## config.mk

```make
export PLATFORM = sky130hd
export DESIGN_NAME = wb_axi_bridge
export DESIGN_NICKNAME = d
export VERILOG_FILES = /design/src/rtl/wb_axi_bridge.sv
export SDC_FILE = /design/constraint.sdc
export NUM_CORES = 1
export LEC_CHECK = 0
export CORE_MARGIN = 2
export CORE_UTILIZATION = 37
export CTS_BUF_LIST = sky130_fd_sc_hd__clkbuf_8 sky130_fd_sc_hd__clkbuf_16
export CTS_CLUSTER_SIZE = 25
export DETAILED_ROUTE_END_ITERATION = 10
export GPL_TIMING_DRIVEN = 0
export PLACE_DENSITY_LB_ADDON = 0.05
export SETUP_SLACK_MARGIN = 0.05
export SLEW_MARGIN = 0
export SYNTH_ARGS = -nofsm -noshare
export SYNTH_HDL_FRONTEND = slang
export SYNTH_SLANG_ARGS = --single-unit
```

## constraint.sdc

```tcl
create_clock -name wb_clk_i -period 3.85 [get_ports wb_clk_i]
set_clock_uncertainty 0.1 [all_clocks]
set_input_delay 1.155 -clock wb_clk_i [delete_from_list [all_inputs] [get_ports wb_clk_i]]
set_output_delay 1.155 -clock wb_clk_i [all_outputs]
set_load 0.01 [all_outputs]
```

## src/rtl/wb_axi_bridge.sv

```systemverilog
// Wishbone slave that forwards window accesses to an AXI-Lite master (low offsets)
// or to a pair of AXI-Stream ports (offsets from STRM_OFF upward).
module wb_axi_bridge #(
   parameter logic [31:0] BASE_ADDR = 32'h3000_0000,
   parameter int          ADDR_W    = 12,
   parameter int unsigned STRM_OFF  = 'h80,
   parameter int unsigned TIMEOUT   = 255
) (
   input  logic              wb_clk_i,
   input  logic              wb_rst_i,
   input  logic              wbs_cyc_i,
   input  logic              wbs_stb_i,
   input  logic              wbs_we_i,
   input  logic [3:0]        wbs_sel_i,
   input  logic [31:0]       wbs_adr_i,
   input  logic [31:0]       wbs_dat_i,
   output logic              wbs_ack_o,
   output logic              wbs_err_o,
   output logic [31:0]       wbs_dat_o,
   output logic              awvalid,
   input  logic              awready,
   output logic [ADDR_W-1:0] awaddr,
   output logic              wvalid,
   input  logic              wready,
   output logic [31:0]       wdata,
   output logic [3:0]        wstrb,
   input  logic              bvalid,
   output logic              bready,
   input  logic [1:0]        bresp,
   output logic              arvalid,
   input  logic              arready,
   output logic [ADDR_W-1:0] araddr,
   input  logic              rvalid,
   output logic              rready,
   input  logic [31:0]       rdata,
   input  logic [1:0]        rresp,
   output logic              ss_tvalid,
   input  logic              ss_tready,
   output logic [31:0]       ss_tdata,
   output logic              ss_tlast,
   input  logic              sm_tvalid,
   output logic              sm_tready,
   input  logic [31:0]       sm_tdata,
   input  logic              sm_tlast
);

   localparam int               CNT_W         = (TIMEOUT > 1) ? $clog2(TIMEOUT + 1) : 1;
   localparam logic [CNT_W-1:0] TIMEOUT_VAL   = CNT_W'(TIMEOUT);
   localparam logic [32:0]      WINDOW_SIZE   = 33'd1 << ADDR_W;
   localparam logic [31:0]      STRM_BASE     = 32'(STRM_OFF);
   localparam logic [31:0]      TLAST_OFF     = STRM_BASE + 32'd4;
   localparam logic [31:0]      LAST_FLAG_OFF = STRM_BASE + 32'd8;

   typedef enum logic [3:0] {IDLE, LWR, LB, LRA, LRD, SX, SY, ACK, ERR} BridgeState;

   BridgeState        state, nextState;
   logic [31:0]       off;
   logic              request, inWindow, isStream, isFlagRead, waitState, timeoutHit;
   logic [CNT_W-1:0]  waitCnt;
   logic [ADDR_W-1:0] offReg;
   logic [31:0]       datReg;
   logic [3:0]        selReg;
   logic              tlastReg, awDone, wDone, lastSeen;
   logic              awHs, wHs, bHs, arHs, rHs, ssHs, smHs;

   assign off        = wbs_adr_i - BASE_ADDR;
   assign request    = wbs_cyc_i & wbs_stb_i;
   assign inWindow   = {1'b0, off} < WINDOW_SIZE;
   assign isStream   = off >= STRM_BASE;
   assign isFlagRead = off == LAST_FLAG_OFF;
   assign waitState  = (state == LWR) || (state == LB) || (state == LRA) ||
                       (state == LRD) || (state == SX) || (state == SY);
   assign timeoutHit = (TIMEOUT != 0) && waitState && (waitCnt == TIMEOUT_VAL);

   assign awHs = awvalid & awready;
   assign wHs  = wvalid & wready;
   assign bHs  = bready & bvalid;
   assign arHs = arvalid & arready;
   assign rHs  = rready & rvalid;
   assign ssHs = ss_tvalid & ss_tready;
   assign smHs = sm_tready & sm_tvalid;

   // State register; reset abandons any transfer in flight without a response.
   always_ff @(posedge wb_clk_i) begin
      if (wb_rst_i) begin
         state <= IDLE;
      end else begin
         state <= nextState;
      end
   end

   // Next-state decode; an expired wait budget overrides every pending handshake.
   always_comb begin
      nextState = state;
      case (state)
         IDLE: begin
            if (request) begin
               if (!inWindow)       nextState = ERR;
               else if (!isStream)  nextState = wbs_we_i ? LWR : LRA;
               else if (wbs_we_i)   nextState = SX;
               else if (isFlagRead) nextState = ACK;
               else                 nextState = SY;
            end
         end
         LWR: begin
            if (timeoutHit)                                  nextState = ERR;
            else if ((awDone || awHs) && (wDone || wHs))     nextState = LB;
         end
         LB: begin
            if (timeoutHit) nextState = ERR;
            else if (bHs)   nextState = (bresp == 2'b00) ? ACK : ERR;
         end
         LRA: begin
            if (timeoutHit) nextState = ERR;
            else if (arHs)  nextState = LRD;
         end
         LRD: begin
            if (timeoutHit) nextState = ERR;
            else if (rHs)   nextState = (rresp == 2'b00) ? ACK : ERR;
         end
         SX: begin
            if (timeoutHit) nextState = ERR;
            else if (ssHs)  nextState = ACK;
         end
         SY: begin
            if (timeoutHit) nextState = ERR;
            else if (smHs)  nextState = ACK;
         end
         ACK:     nextState = IDLE;
         ERR:     nextState = IDLE;
         default: nextState = IDLE;
      endcase
   end

   // Bus outputs are decoded from state and the request captured on leaving IDLE.
   always_comb begin
      awvalid   = (state == LWR) && !awDone && !timeoutHit;
      wvalid    = (state == LWR) && !wDone && !timeoutHit;
      bready    = (state == LB) && !timeoutHit;
      arvalid   = (state == LRA) && !timeoutHit;
      rready    = (state == LRD) && !timeoutHit;
      ss_tvalid = (state == SX) && !timeoutHit;
      ss_tlast  = (state == SX) && tlastReg;
      sm_tready = (state == SY) && !timeoutHit;
      awaddr    = offReg;
      araddr    = offReg;
      wdata     = datReg;
      wstrb     = selReg;
      ss_tdata  = datReg;
      wbs_ack_o = (state == ACK);
      wbs_err_o = (state == ERR);
   end

   // Request capture lets the AXI side finish even if the master abandons the cycle.
   always_ff @(posedge wb_clk_i) begin
      if (wb_rst_i) begin
         waitCnt   <= '0;
         offReg    <= '0;
         datReg    <= '0;
         selReg    <= '0;
         tlastReg  <= 1'b0;
         awDone    <= 1'b0;
         wDone     <= 1'b0;
         lastSeen  <= 1'b0;
         wbs_dat_o <= '0;
      end else begin
         if (state == IDLE) begin
            waitCnt <= '0;
            awDone  <= 1'b0;
            wDone   <= 1'b0;
            if (request) begin
               offReg   <= off[ADDR_W-1:0];
               datReg   <= wbs_dat_i;
               selReg   <= wbs_sel_i;
               tlastReg <= (off == TLAST_OFF);
            end
            if (request && !wbs_we_i && inWindow && isFlagRead) begin
               wbs_dat_o <= {31'b0, lastSeen};
               lastSeen  <= 1'b0;
            end
         end else if (waitState) begin
            waitCnt <= waitCnt + CNT_W'(1);
         end
         if (awHs) awDone <= 1'b1;
         if (wHs)  wDone  <= 1'b1;
         if (rHs)  wbs_dat_o <= rdata;
         if (smHs) begin
            wbs_dat_o <= sm_tdata;
            lastSeen  <= sm_tlast;
         end
      end
   end

endmodule

```

==> metrics.cfg <==
[cts]
cts_buffers = 9
htreeDepth = 3
cts_tree = done
root_buffer = clkbuf_16
cts_sinks = 96
hold_buffers = 0
clk_pin_slew_ps = 70
max-clock-path-buffers = 2
worstSkewPairLatency_ps = 330

[floorplanning]
ioPinCount = 283
fp.coreArea_sq_um = 12000
rows = 40
die_w_microns = 115
die-area_sq_um = 13200
die_h_microns = 115
start_util = 0.378

[sta]
rsz0062_at_grt = false
final.setup.tns_ps = 0
maxSlewViolCount = 0
timing.slew.headroom = 0.472
fin_crit_sh = 0.950
hold_ws_ps = 360
finalCriticalPeriod_ps = 3660
max_freq_ghz = 0.273
setup_viol = 0
fin_ws_ps = 193
worst_pin_slew_ps = 785
final-hold-violation-count = 0

[global_route]
antenna_found_initial = 0
grtUsageTotal = 0.233
grt_pass1_wl_microns = 24400
first_global_vias = 4847
grt_max_degree = 17
gr-total-overflow = 0

[setup_path]
reg2reg_slack_ps = 1070
cp.arrival_ps = 2400
cp-end-kind = primary output
worstPathRequired_ps = 2590
cp_max_fo = 9
critPathKind = flip-flop to primary output
cp-start-kind = flip-flop

[place]
hpwl_microns = 12900
gp_congestion = 0.830
place_ws_ps = -64.1
port_buffers = 281
dpl_cell_area_sq_um = 7540

[pwr]
vdd_drop_max_uv = 300
p_per_area_nw_per_um2 = 416
leakage_nw = 2.80

[logic_synthesis]
syn_avg_cell_area_sq_um = 8.31
synthTopCellsByArea = dfxtp_1 42%, nand2_1 9.4%, buf_4 7.4%
synth_seq_cells = 96
ys_warn_count = 0
seq_area_frac_synth = 0.423
async_reset_ff_frac = 0
synth_edf_count = 0
synth_top_area_frac = 0.423
synth_common_cells = 114 x nand2_1, 96 x dfxtp_1, 57 x a21oi_1
syn_nets = 699
netlist_area_sq_um = 4540
netlist_instances = 547
synthFlopType = dfxtp_1
yosys.area.top_type = dfxtp_1
ys_types = 54
yosysMostFrequentCell = nand2_1

[drt]
vias = 5108
postRouteAntennaNets = 0
first_pass_iters = 5
drt_wl_total_microns = 16200
avgRoutedWirePerCell_microns = 16.4
drcViolationCount = 0
viasPerCell = 5.14
drt_iter0_markers = 242

[hold_path]
hold_class = flip-flop to flip-flop

[finish]
diodes = 0
drive_gt1_frac = 0.0875
fin_nets = 993
final_area_sq_um = 7870
syn_to_final_growth_pct = 73.1

[outcome]
status = complete, no violations

[job]
cap_violations = 0

final timing paths:
path / from / end / depth (start not counted)
worst max register to register: state[1] / wbs_dat_o[21] / 8
worst min register to register: wstrb[0] / wstrb[0] / 2
worst min-delay path: wstrb[0] / wstrb[0] / 2
worst max-delay path: state[1] / awvalid / 7
stage by stage:
stage,total power [mW],cells,util
floorplan,1.75,547,-
global placement,2.36,975,0.628
detailed placement,2.38,975,0.628
CTS,3.28,993,0.654
global route,3.43,993,0.655
finish,3.27,993,0.655
flip-flops by register name, summed over array words and instances, names as in the netlist:
| name | count |
|---|---|
| ss_tdata | 32 |
| wbs_dat_o | 32 |
| araddr | 12 |
| waitCnt | 8 |
| state | 4 |
| wstrb | 4 |
| awDone | 1 |
| lastSeen | 1 |
| tlastReg | 1 |
| wDone | 1 |
layout make-up:
cell class,instances,area (sq um)
plain buffers,81,495
clock buffers,9,225
clock inverters,7,72.6
fillers,1049,4150
inverters,4,15.0
multi-input cells,366,2120
flip-flops and latches,96,1920
well taps,147,184
repair buffers,283,2830
power breakdown:
group	internal, mW	switching (mW)
Clock	0.505	0.395
Sequential	1.11	0.0826
Combinational	0.643	0.536
Total	2.26	1.01
layout by cell type (no fill, tap or decap), types with 3 or more instances in the layout:
cell,netlist,routed
and3_1,4,4
nand2_1,114,114
buf_6,3,3
nor4_1,8,8
clkbuf_1,32,32
nand3b_1,4,4
o2bb2ai_1,31,31
dfxtp_1,96,96
nand3_1,8,8
nor2_1,30,30
nand2b_1,4,4
xor2_1,7,7
clkdlybuf4s50_1,0,281
nor2b_1,6,6
nor3b_1,5,5
inv_1,4,5
nor3_1,5,5
o21ai_0,6,6
nand4_1,6,6
ha_1,3,3
clkinvlp_4,0,3
buf_4,45,47
a22oi_1,31,31
clkbuf_16,0,9
a21oi_1,57,56
or3_1,4,4
kinds of logic (layout without fill, tap and decap cells):
logic type                 count (synthesis)  in the layout  synth area share
buffers and inverters                     85            384             0.112
xor gates and xnor gates                   8              8            0.0154
adders and majority gates                  3              3           0.00826
DFF                                       96             96             0.423
and+or+nand+nor                          208            208             0.217
AOI/OAI and AO/OA                        146            146             0.222
muxes                                      1              1           0.00220
layer usage:
| metal | GRT usage | part of all wire | vias up | wire length (microns) |
|---|---|---|---|---|
| li1 | - | - | 2467 | - |
| met4 | 0.0675 | 0.018 | 0 | 294 |
| met3 | 0.0648 | 0.078 | 22 | 1270 |
| met5 | 0 | 0 | - | 0 |
| met2 | 0.432 | 0.51 | 223 | 8320 |
| met1 | 0.259 | 0.39 | 2396 | 6360 |
repair_timing:
| item | 4_1_cts | 5_1_grt |
|---|---|---|
| gates resized for setup | 1 | 1 |
| endpoints found under the setup margin | 5 | 4 |
| pin swaps | 1 | 0 |
| buffers inserted | 2 | 0 |
| cloned | 0 | 0 |
worst max-delay path, cell delays in order, from the launching register on:
cell and delay (ps):
dfxtp_1 300, clkbuf_1 180, o21bai_1 410, a21oi_4 150
nand2_1 180, nand3_1 130, nor2_1 120, clkdlybuf4s50_1 590
Power figures use the tool's default switching activity.
